[src/rtl/acumulador_pkg.sv]
// rtl/acumulador_pkg.sv - shared types and helpers for the streaming accumulator
package acumulador_pkg;

    typedef enum logic [1:0] {
        OCIOSO    = 2'd0,
        ACUMULA   = 2'd1,
        RESULTADO = 2'd2
    } estado_t;

    localparam logic MODO_SEM_SINAL = 1'b0;
    localparam logic MODO_COM_SINAL = 1'b1;

    // Bits needed to hold a count from 0 up to and including max_operandos.
    function automatic int largura_contagem(input int max_operandos);
        return $clog2(max_operandos + 1);
    endfunction

endpackage

[src/rtl/somador_sat.sv]
// rtl/somador_sat.sv - one accumulate step with overflow detection and optional clamp
module somador_sat
    import acumulador_pkg::*;
#(
    parameter int WIDTH     = 8,
    parameter int ACC_WIDTH = 12,
    parameter int SATURA    = 0
) (
    input  logic [ACC_WIDTH-1:0] acc,
    input  logic [WIDTH-1:0]     operando,
    input  logic                 sub,
    input  logic                 modo,
    output logic [ACC_WIDTH-1:0] acc_prox,
    output logic                 overflow
);

    // Two guard bits keep the exact result representable in both modes,
    // including the negation of the most negative signed operand.
    localparam int EW = ACC_WIDTH + 2;

    logic [EW-1:0] op_ext;
    logic [EW-1:0] acc_ext;
    logic [EW-1:0] termo;
    logic [EW-1:0] exato;
    logic [2:0]    topo;
    logic          com_sinal;

    always_comb begin
        com_sinal = (modo == MODO_COM_SINAL);
        op_ext    = {{(EW-WIDTH){com_sinal && operando[WIDTH-1]}}, operando};
        acc_ext   = {{2{com_sinal && acc[ACC_WIDTH-1]}}, acc};
        termo     = sub ? (~op_ext + {{(EW-1){1'b0}}, 1'b1}) : op_ext;
        exato     = acc_ext + termo;
        topo      = exato[EW-1:ACC_WIDTH-1];

        if (com_sinal) begin
            overflow = !((&topo) || (~|topo));
        end else begin
            overflow = |exato[EW-1:ACC_WIDTH];
        end

        acc_prox = exato[ACC_WIDTH-1:0];
        if ((SATURA != 0) && overflow) begin
            if (com_sinal) begin
                acc_prox = exato[EW-1] ? {1'b1, {(ACC_WIDTH-1){1'b0}}}
                                       : {1'b0, {(ACC_WIDTH-1){1'b1}}};
            end else begin
                acc_prox = exato[EW-1] ? {ACC_WIDTH{1'b0}} : {ACC_WIDTH{1'b1}};
            end
        end
    end

endmodule

[src/rtl/acumulador_param.sv]
// rtl/acumulador_param.sv - framed streaming accumulator with result handshake
module acumulador_param
    import acumulador_pkg::*;
#(
    parameter int WIDTH         = 8,
    parameter int ACC_WIDTH     = 12,
    parameter int MAX_OPERANDOS = 16,
    parameter int SATURA        = 0
) (
    input  logic                                         clk,
    input  logic                                         rst_n,
    input  logic                                         modo_sinal,
    input  logic                                         in_valid,
    output logic                                         in_ready,
    input  logic [WIDTH-1:0]                             in_dado,
    input  logic                                         in_sub,
    input  logic                                         in_ultimo,
    output logic                                         out_valid,
    input  logic                                         out_ready,
    output logic [ACC_WIDTH-1:0]                         out_soma,
    output logic                                         out_sinal,
    output logic                                         out_overflow,
    output logic [largura_contagem(MAX_OPERANDOS)-1:0]   out_contagem
);

    localparam int CW = largura_contagem(MAX_OPERANDOS);
    localparam logic [CW-1:0] CONT_MAX = CW'(MAX_OPERANDOS);
    localparam logic [CW-1:0] CONT_UM  = CW'(1);

    estado_t              estado;
    estado_t              estado_prox;
    logic [ACC_WIDTH-1:0] acc;
    logic [ACC_WIDTH-1:0] acc_base;
    logic [ACC_WIDTH-1:0] acc_prox;
    logic [CW-1:0]        contagem;
    logic [CW-1:0]        contagem_prox;
    logic                 overflow;
    logic                 ovf_passo;
    logic                 modo;
    logic                 modo_efetivo;
    logic                 inicio;
    logic                 aceita;
    logic                 fecha;

    // The first beat of a frame starts from zero with the live mode; later
    // beats use the mode latched at frame start.
    always_comb begin
        inicio        = (estado == OCIOSO);
        aceita        = in_valid && in_ready;
        acc_base      = inicio ? {ACC_WIDTH{1'b0}} : acc;
        modo_efetivo  = inicio ? modo_sinal : modo;
        contagem_prox = inicio ? CONT_UM : contagem + CONT_UM;
        fecha         = in_ultimo || (contagem_prox == CONT_MAX);
    end

    somador_sat #(
        .WIDTH     (WIDTH),
        .ACC_WIDTH (ACC_WIDTH),
        .SATURA    (SATURA)
    ) u_somador (
        .acc      (acc_base),
        .operando (in_dado),
        .sub      (in_sub),
        .modo     (modo_efetivo),
        .acc_prox (acc_prox),
        .overflow (ovf_passo)
    );

    always_ff @(posedge clk or negedge rst_n) begin
        if (!rst_n) begin
            estado <= OCIOSO;
        end else begin
            estado <= estado_prox;
        end
    end

    always_comb begin
        estado_prox = estado;
        in_ready    = 1'b0;
        out_valid   = 1'b0;
        case (estado)
            OCIOSO, ACUMULA: begin
                in_ready = 1'b1;
                if (in_valid) begin
                    estado_prox = fecha ? RESULTADO : ACUMULA;
                end
            end
            RESULTADO: begin
                out_valid = 1'b1;
                if (out_ready) begin
                    estado_prox = OCIOSO;
                end
            end
            default: estado_prox = OCIOSO;
        endcase
    end

    always_ff @(posedge clk or negedge rst_n) begin
        if (!rst_n) begin
            acc      <= {ACC_WIDTH{1'b0}};
            contagem <= {CW{1'b0}};
            overflow <= 1'b0;
            modo     <= MODO_SEM_SINAL;
        end else if (aceita) begin
            acc      <= acc_prox;
            contagem <= contagem_prox;
            overflow <= inicio ? ovf_passo : (overflow || ovf_passo);
            modo     <= modo_efetivo;
        end
    end

    assign out_soma     = acc;
    assign out_contagem = contagem;
    assign out_overflow = overflow;
    assign out_sinal    = (modo == MODO_COM_SINAL) && acc[ACC_WIDTH-1];

endmodule

[config.mk]
export PLATFORM = sky130hd
export DESIGN_NAME = acumulador_param
export DESIGN_NICKNAME = d
export VERILOG_FILES = /design/src/rtl/acumulador_pkg.sv /design/src/rtl/somador_sat.sv /design/src/rtl/acumulador_param.sv
export SDC_FILE = /design/constraint.sdc
export NUM_CORES = 1
export LEC_CHECK = 0
export ABC_AREA = 0
export BUFFER_PORTS_ARGS = -buffer_cell sky130_fd_sc_hd__buf_2
export CORE_ASPECT_RATIO = 0.7
export CORE_MARGIN = 5
export CORE_UTILIZATION = 56
export CTS_CLUSTER_SIZE = 16
export DETAILED_ROUTE_END_ITERATION = 10
export PLACE_DENSITY_LB_ADDON = 0.1
export RECOVER_POWER = 25
export SYNTH_ARGS = -nofsm -noshare
export SYNTH_HDL_FRONTEND = slang
export SYNTH_SLANG_ARGS = --single-unit
[constraint.sdc]
create_clock -name clk -period 4.2 [get_ports clk]
set_input_delay 0.84 -clock clk [delete_from_list [all_inputs] [get_ports clk]]
set_output_delay 0.84 -clock clk [all_outputs]
set_load 0.01 [all_outputs]
== Word-level counts from Yosys, hierarchy flattened ==
Index checks and enable logic that the tools add are counted.
Word-level totals
  flip-flop bits (word level): 21
  latch bits: 0
  bits in writable memories: 0
  memory bits (read-only): 0
  bits of input ports: 15
  logic and storage cells: 41
  memories: 0
Operators by class
  add/sub/neg operators: 3
  $mul: 0
  divide/modulo/power cells: 0
  order comparisons: 0
  equality and inequality tests: 5
  shift operators: 0
  mux-type cells: 12
  bitwise logic cells: 1
  reduce and logical (&&, ||, !) cells: 15
Operator list (count)
  adder 14 x 1 -> 14 bit (second input constant): 1
  adder 14 bit: 1
  2-to-1 mux 14 bit: 1
  inverter 14 bit: 1
  2-to-1 mux 12 bit: 1
  2-to-1 mux 2 bit: 3
  adder 5 x 1 -> 5 bit (second input constant): 1
  == test 5 bit (second input constant): 1
  2-to-1 mux 1 bit: 5
  2-to-1 mux 5 bit: 1
  logical AND 1 bit: 4
  inequality test 2 bit (second input constant): 2
  case mux 2 bit (2 select lines): 1
  OR reduction 2 bit: 2
  logical OR 1 bit: 3
  AND reduction 3 bit: 1
  OR reduction 3 bit: 1
  == test 2 x 1 -> 1 bit (second input constant): 1
  == test 2 bit (second input constant): 1
  zero test 1 bit: 2
  zero test 2 bit: 1
  AND reduction 2 bit: 1

== Longest topological paths before layout ==
  word-level depth: 14
  mapped depth: 15
  depth with buffers taken out: 15

== Cells and area by module ==
A second synthesis with hierarchy kept.
Unflattened totals
  cells, all modules: 236
  area, all modules: 1889.3 µm²
By module, submodules not included
  acumulador_param: times used 1, cells an instance 114, area each 1016.0 µm², seq. area each 525.5 µm²
  somador_sat: times used 1, cells an instance 122, area each 873.3 µm², seq. area each 0.0 µm²

== Worst setup path after synthesis ==
OpenSTA, ideal clock, no wires.
  kind: input -> register
  start: input in_dado[4]
  end: register overflow (netlist: out_overflow)
  setup time: 0.130 ns
  data arrival time: 3.237 ns
  data required time: 4.070 ns
  slack: 0.833 ns
  cell stages on the path: 12
  path buffers: 0
  cell sequence: nor3_1 -> nand2_1 -> o31ai_2 -> xnor2_1 -> ha_1 -> and3_1 -> nor3b_2 -> o21ai_1 -> o311ai_0 -> or3b_1 -> mux2i_1 -> o21ai_1
On the way
  longest elaborated chain between the ends: 11
  elaborated cells between the ends (all ways): 13
  those cells by class: 2 x add/sub; 3 x mux; 1 x bitwise; 7 x reduce/logical
Ends and longest elaborated chain
  start: declaration: line acumulador_param.sv:15  | input logic [WIDTH-1:0] in_dado,
  inverter 14 bit: line somador_sat.sv:32  | termo = sub ? (~op_ext + {{(EW-1){1'b0}}, 1'b1}) : op_ext;
  adder 14 x 1 -> 14 bit: line somador_sat.sv:32
  2-to-1 mux 14 bit *: line somador_sat.sv:32
  adder 14 bit *: line somador_sat.sv:33  | exato = acc_ext + termo;
  OR reduction 3 bit: line somador_sat.sv:37  | overflow = !((&topo) || (~|topo));
  zero test 1 bit: line somador_sat.sv:37
  logical OR 1 bit: line somador_sat.sv:37
  zero test 1 bit: line somador_sat.sv:37
  2-to-1 mux 1 bit *: line somador_sat.sv:36  | if (com_sinal) begin
  logical OR 1 bit: line acumulador_param.sv:107  | overflow <= inicio ? ovf_passo : (overflow || ovf_passo);
  2-to-1 mux 1 bit *: line acumulador_param.sv:107
  end signal: assignment: line acumulador_param.sv:107
  end: declaration: line acumulador_param.sv:37  | logic overflow;
Mark *: on every way between the ends. The rest lies on a longest branch, timed or not.
A chain may end at the register's enable or synchronous reset.

== Worst setup path in the final report ==
Same ends and word-level chain as after synthesis.

==> impl_metrics.prom <==
# TYPE chip_impl_metric gauge
chip_impl_metric{name="route.detailed.drc",unit=""} 0
chip_impl_info{name="end_kind",value="flop"} 1
chip_impl_metric{name="gr-usage-all-layers",unit="%"} 18.47
chip_impl_info{name="worstSetupStartpointType",value="input port"} 1
chip_impl_metric{name="worst_ir_drop_vdd",unit="V"} 0.0003370
chip_impl_metric{name="num_vias",unit=""} 1598
chip_impl_metric{name="p_int",unit="uW"} 668.8
chip_impl_metric{name="numClockSinks",unit=""} 21
chip_impl_metric{name="post_layout_inst_area",unit="um^2"} 2100
chip_impl_metric{name="postRouteAntennaNets",unit=""} 0
chip_impl_metric{name="final-setup-viol-count",unit=""} 0
chip_impl_info{name="path_class",value="input port to flop"} 1
chip_impl_metric{name="viasPerCell",unit=""} 5.627
chip_impl_metric{name="totalWireLength",unit="mm"} 3.927
chip_impl_metric{name="post_cts.repair.setup_buffers",unit=""} 0
chip_impl_metric{name="grt_pass1_wl",unit="mm"} 6.768
chip_impl_metric{name="cts_inserted_buffers",unit=""} 3
chip_impl_metric{name="synth-compound-area-share",unit="%"} 19.17
chip_impl_info{name="timing.hold.worst.class",value="flop to flop"} 1
chip_impl_metric{name="first_global_vias",unit=""} 1464
chip_impl_metric{name="powerDensity",unit="nW/um^2"} 564.8
chip_impl_metric{name="report.final.slew_viol_count",unit=""} 0
chip_impl_metric{name="synth-xor-area-share",unit="%"} 10.39
chip_impl_metric{name="final.setup.tns",unit="ns"} 0
chip_impl_metric{name="clock_path_buffers",unit=""} 2
chip_impl_metric{name="drt_pass1_iterations",unit=""} 4
chip_impl_metric{name="clk-insertion-delay-late",unit="ns"} 0.26
chip_impl_metric{name="nets",unit=""} 278
chip_impl_metric{name="arrival",unit="ns"} 3.71
chip_impl_metric{name="area.growth.synth_to_final",unit="%"} 12.47
chip_impl_info{name="synth_top_family_by_area",value="simple AND/OR/NAND/NOR gates"} 1
chip_impl_metric{name="clkTransAtPathRegs",unit="ns"} 0.08
chip_impl_metric{name="simple_gate_fraction_of_synth_area",unit="%"} 21.18
chip_impl_info{name="cts-root-buf",value="sky130_fd_sc_hd__clkbuf_8"} 1
chip_impl_metric{name="ys_ff_latch",unit=""} 21
chip_impl_metric{name="dp_area",unit="um^2"} 2054
chip_impl_metric{name="synth.yosys.warnings",unit=""} 0
chip_impl_metric{name="total_overflow_reported_by_the_global_router",unit=""} 0
chip_impl_metric{name="syn-cell-area",unit="um^2"} 1867
chip_impl_metric{name="post_synth_num_cell_types",unit=""} 43
chip_impl_metric{name="grt_max_degree",unit=""} 36
chip_impl_metric{name="p_seq_share",unit="%"} 29.9
chip_impl_metric{name="wire_per_inst",unit="um"} 13.83
chip_impl_metric{name="minimum_clock_period_after_layout",unit="ns"} 3.602
chip_impl_metric{name="part_of_the_total_power_dissipated_in_the_clock_network",unit="%"} 11.3
chip_impl_metric{name="placement.io_buffers",unit=""} 35
chip_impl_metric{name="detailed_place_hpwl",unit="mm"} 2.992
chip_impl_metric{name="layout-drive-gt1-share",unit="%"} 21.54
chip_impl_metric{name="combinationalPowerShare",unit="%"} 58.9
chip_impl_metric{name="max_slew_margin",unit="%"} 18.73
chip_impl_metric{name="fmaxAchievable",unit="MHz"} 277.6
chip_impl_metric{name="place.gp.congestion",unit=""} 0.8244
chip_impl_metric{name="placeableCoreArea",unit="um^2"} 3169
chip_impl_metric{name="die_area",unit="um^2"} 4607
chip_impl_metric{name="postSynthNetCount",unit=""} 245
chip_impl_metric{name="dpl_worst_slack",unit="ns"} 0.3830
chip_impl_metric{name="setup_slack",unit="ns"} 0.5982
chip_impl_metric{name="drt_iter0_drc",unit=""} 67
chip_impl_metric{name="synth.area.mux_share",unit="%"} 6.903
chip_impl_metric{name="rows",unit=""} 17
chip_impl_metric{name="sw_share",unit="%"} 43.60
chip_impl_metric{name="netlist_instances",unit=""} 214
chip_impl_metric{name="hold_violations",unit=""} 0
chip_impl_info{name="result_of_the_run",value="completed"} 1
chip_impl_metric{name="cap_violations",unit=""} 0
chip_impl_metric{name="crit_required",unit="ns"} 4.31
chip_impl_metric{name="ys_seq_area_share",unit="%"} 28.15
chip_impl_metric{name="final_core_util",unit="%"} 66.25
chip_impl_metric{name="insertedDiodeCount",unit=""} 0
chip_impl_metric{name="critical_path.max_fanout",unit=""} 5
chip_impl_metric{name="mean_syn_cell_area",unit="um^2"} 8.723
chip_impl_metric{name="yosys.area_share.adder",unit="%"} 11.13
chip_impl_metric{name="timing.reg2reg.worst_path_depth",unit=""} 13
chip_impl_metric{name="hold-path-cell-count",unit=""} 2
chip_impl_info{name="cts_tree",value="built"} 1
chip_impl_metric{name="cts-resized-gates",unit=""} 0
chip_impl_metric{name="tightestPinTransition",unit="ns"} 1.219
chip_impl_metric{name="grt_antenna_before_repair",unit=""} 0
chip_impl_metric{name="io-pin-count",unit=""} 36
chip_impl_metric{name="clock_skew",unit="ns"} 0.003035
chip_impl_info{name="rsz_0062_raised_after_global_routing",value="false"} 1
chip_impl_metric{name="period_share",unit="%"} 85.76
chip_impl_metric{name="initial_standard_cell_utilization_of_the_core",unit="%"} 58.90
chip_impl_metric{name="switching_power",unit="uW"} 517.0
chip_impl_metric{name="die_height",unit="um"} 58.31
chip_impl_metric{name="p_leak",unit="nW"} 1.028
chip_impl_metric{name="ctsHtreeMaxLevel",unit=""} 1
chip_impl_metric{name="layout.filler_cells",unit=""} 271
chip_impl_metric{name="cts-hold-fix-buffers",unit=""} 0
chip_impl_metric{name="chipWidth",unit="um"} 79.01
## worst paths after layout
path | slack [ns] | endpoint | from
max in group asynchronous | 2.67 | out_overflow | rst_n
hold reg to reg | 0.50 | out_soma[2] | out_soma[2]
hold / removal | 0.50 | out_soma[2] | out_soma[2]
setup / recovery | 0.60 | out_overflow | in_dado[4]
setup reg to reg | 0.73 | out_overflow | estado[0]
min in group asynchronous | 0.81 | out_soma[1] | rst_n
## synthesized netlist by cell type, drive strengths merged
library cell | count | area share (%)
nor4b | 1 | 0.47
or3 | 1 | 0.34
mux2i | 7 | 5.1
xnor2 | 12 | 5.6
dfrtp | 21 | 28
and3 | 1 | 0.34
nor2b | 9 | 3.0
and2b | 6 | 2.9
ha | 15 | 10
clkbuf | 5 | 1.0
o21a | 1 | 0.40
nand3 | 4 | 1.1
nand2b | 3 | 1.0
inv | 6 | 1.2
nor3 | 3 | 0.80
o31ai | 3 | 1.5
o21ai | 25 | 6.7
and2 | 1 | 0.34
buf | 2 | 0.87
nor2 | 12 | 3.3
fa | 1 | 1.1
a31oi | 2 | 0.67
xor2 | 8 | 4.8
o21bai | 1 | 0.40
o22ai | 3 | 1.0
a21oi | 13 | 3.5
o32ai | 1 | 0.47
a311oi | 1 | 0.47
or3b | 1 | 0.47
nand4 | 2 | 0.67
o311ai | 1 | 0.47
nand2 | 29 | 5.8
mux2 | 3 | 1.8
a211oi | 2 | 0.80
a21o | 7 | 2.8
nor3b | 1 | 0.67
## registers in the layout, indices dropped and copies added, names as in the netlist
name          cells
estado            2
modo              1
out_contagem      5
out_overflow      1
out_soma         12
## kinds of logic after synthesis
logic type,Yosys count
simple gates,74
compound gates,60
flops,21
xor+xnor,20
fa+ha+maj,16
buf+inv,13
mux,10
## metrics by stage
stage | cells | hold slack (ns) | power [mW]
after floorplan | 214 | 0.5168 | 0.8646
after global placement | 280 | 0.4767 | 1.046
after detailed placement | 280 | 0.4868 | 1.053
after CTS | 284 | 0.5099 | 1.195
after global routing | 284 | 0.5447 | 1.305
final | 284 | 0.5035 | 1.186
## worst max-delay path, cell delays in order
cell and delay, ns:
sky130_fd_sc_hd__buf_2 0.12, sky130_fd_sc_hd__nor3_1 0.18, sky130_fd_sc_hd__nand2_1 0.11, sky130_fd_sc_hd__o31ai_2 0.39, sky130_fd_sc_hd__xnor2_1 0.13, sky130_fd_sc_hd__ha_1 0.37, sky130_fd_sc_hd__and3_1 0.21, sky130_fd_sc_hd__nor3b_2 0.21
sky130_fd_sc_hd__o21ai_1 0.13, sky130_fd_sc_hd__o311ai_0 0.42, sky130_fd_sc_hd__or3b_1 0.39, sky130_fd_sc_hd__mux2i_1 0.13, sky130_fd_sc_hd__o21ai_1 0.07
## metal layers
layer  track usage, %  wire length [um]  up-vias
li1                 -                 -      823
met1            25.58              2010      737
met2            30.10              1739       34
met3            3.670               132        4
met4            4.412                44        0
met5                0                 0        -
## area by class of cell
type | count | area [um^2] | area share (%)
flip-flops and latches | 21 | 525.5 | 25.03
multi-input cells | 180 | 1284 | 61.14
clock inverters | 1 | 5.005 | 0.2384
clock buffers | 3 | 41.29 | 1.967
repair buffers | 35 | 173.9 | 8.284
well taps | 38 | 47.55 | 2.265
inverters | 6 | 22.52 | 1.073
## power groups by stage
stage / logic [mW] / registers, mW / clock network (mW)
after floorplan: 0.487 / 0.377 / 0
after global placement: 0.688 / 0.358 / 0
after detailed placement: 0.695 / 0.358 / 0
after CTS: 0.700 / 0.354 / 0.141
after global routing: 0.779 / 0.372 / 0.154
final: 0.698 / 0.354 / 0.134
## cell usage in the layout (no fill, tap or decap), drive strengths merged, types with 2 or more instances in the layout
cell    count
xnor2      12
o31ai       3
nand2b      3
o22ai       3
mux2        3
o21ai      25
buf        34
a21o        7
nor2       12
and2b       6
inv         6
nand4       2
a31oi       2
ha         15
xor2        8
a21oi      13
a211oi      2
dfrtp      21
mux2i       7
clkbuf      4
nor2b       9
nand3       4
nor3        3
nand2      29
No activity file was read; power rests on OpenSTA's default activity.
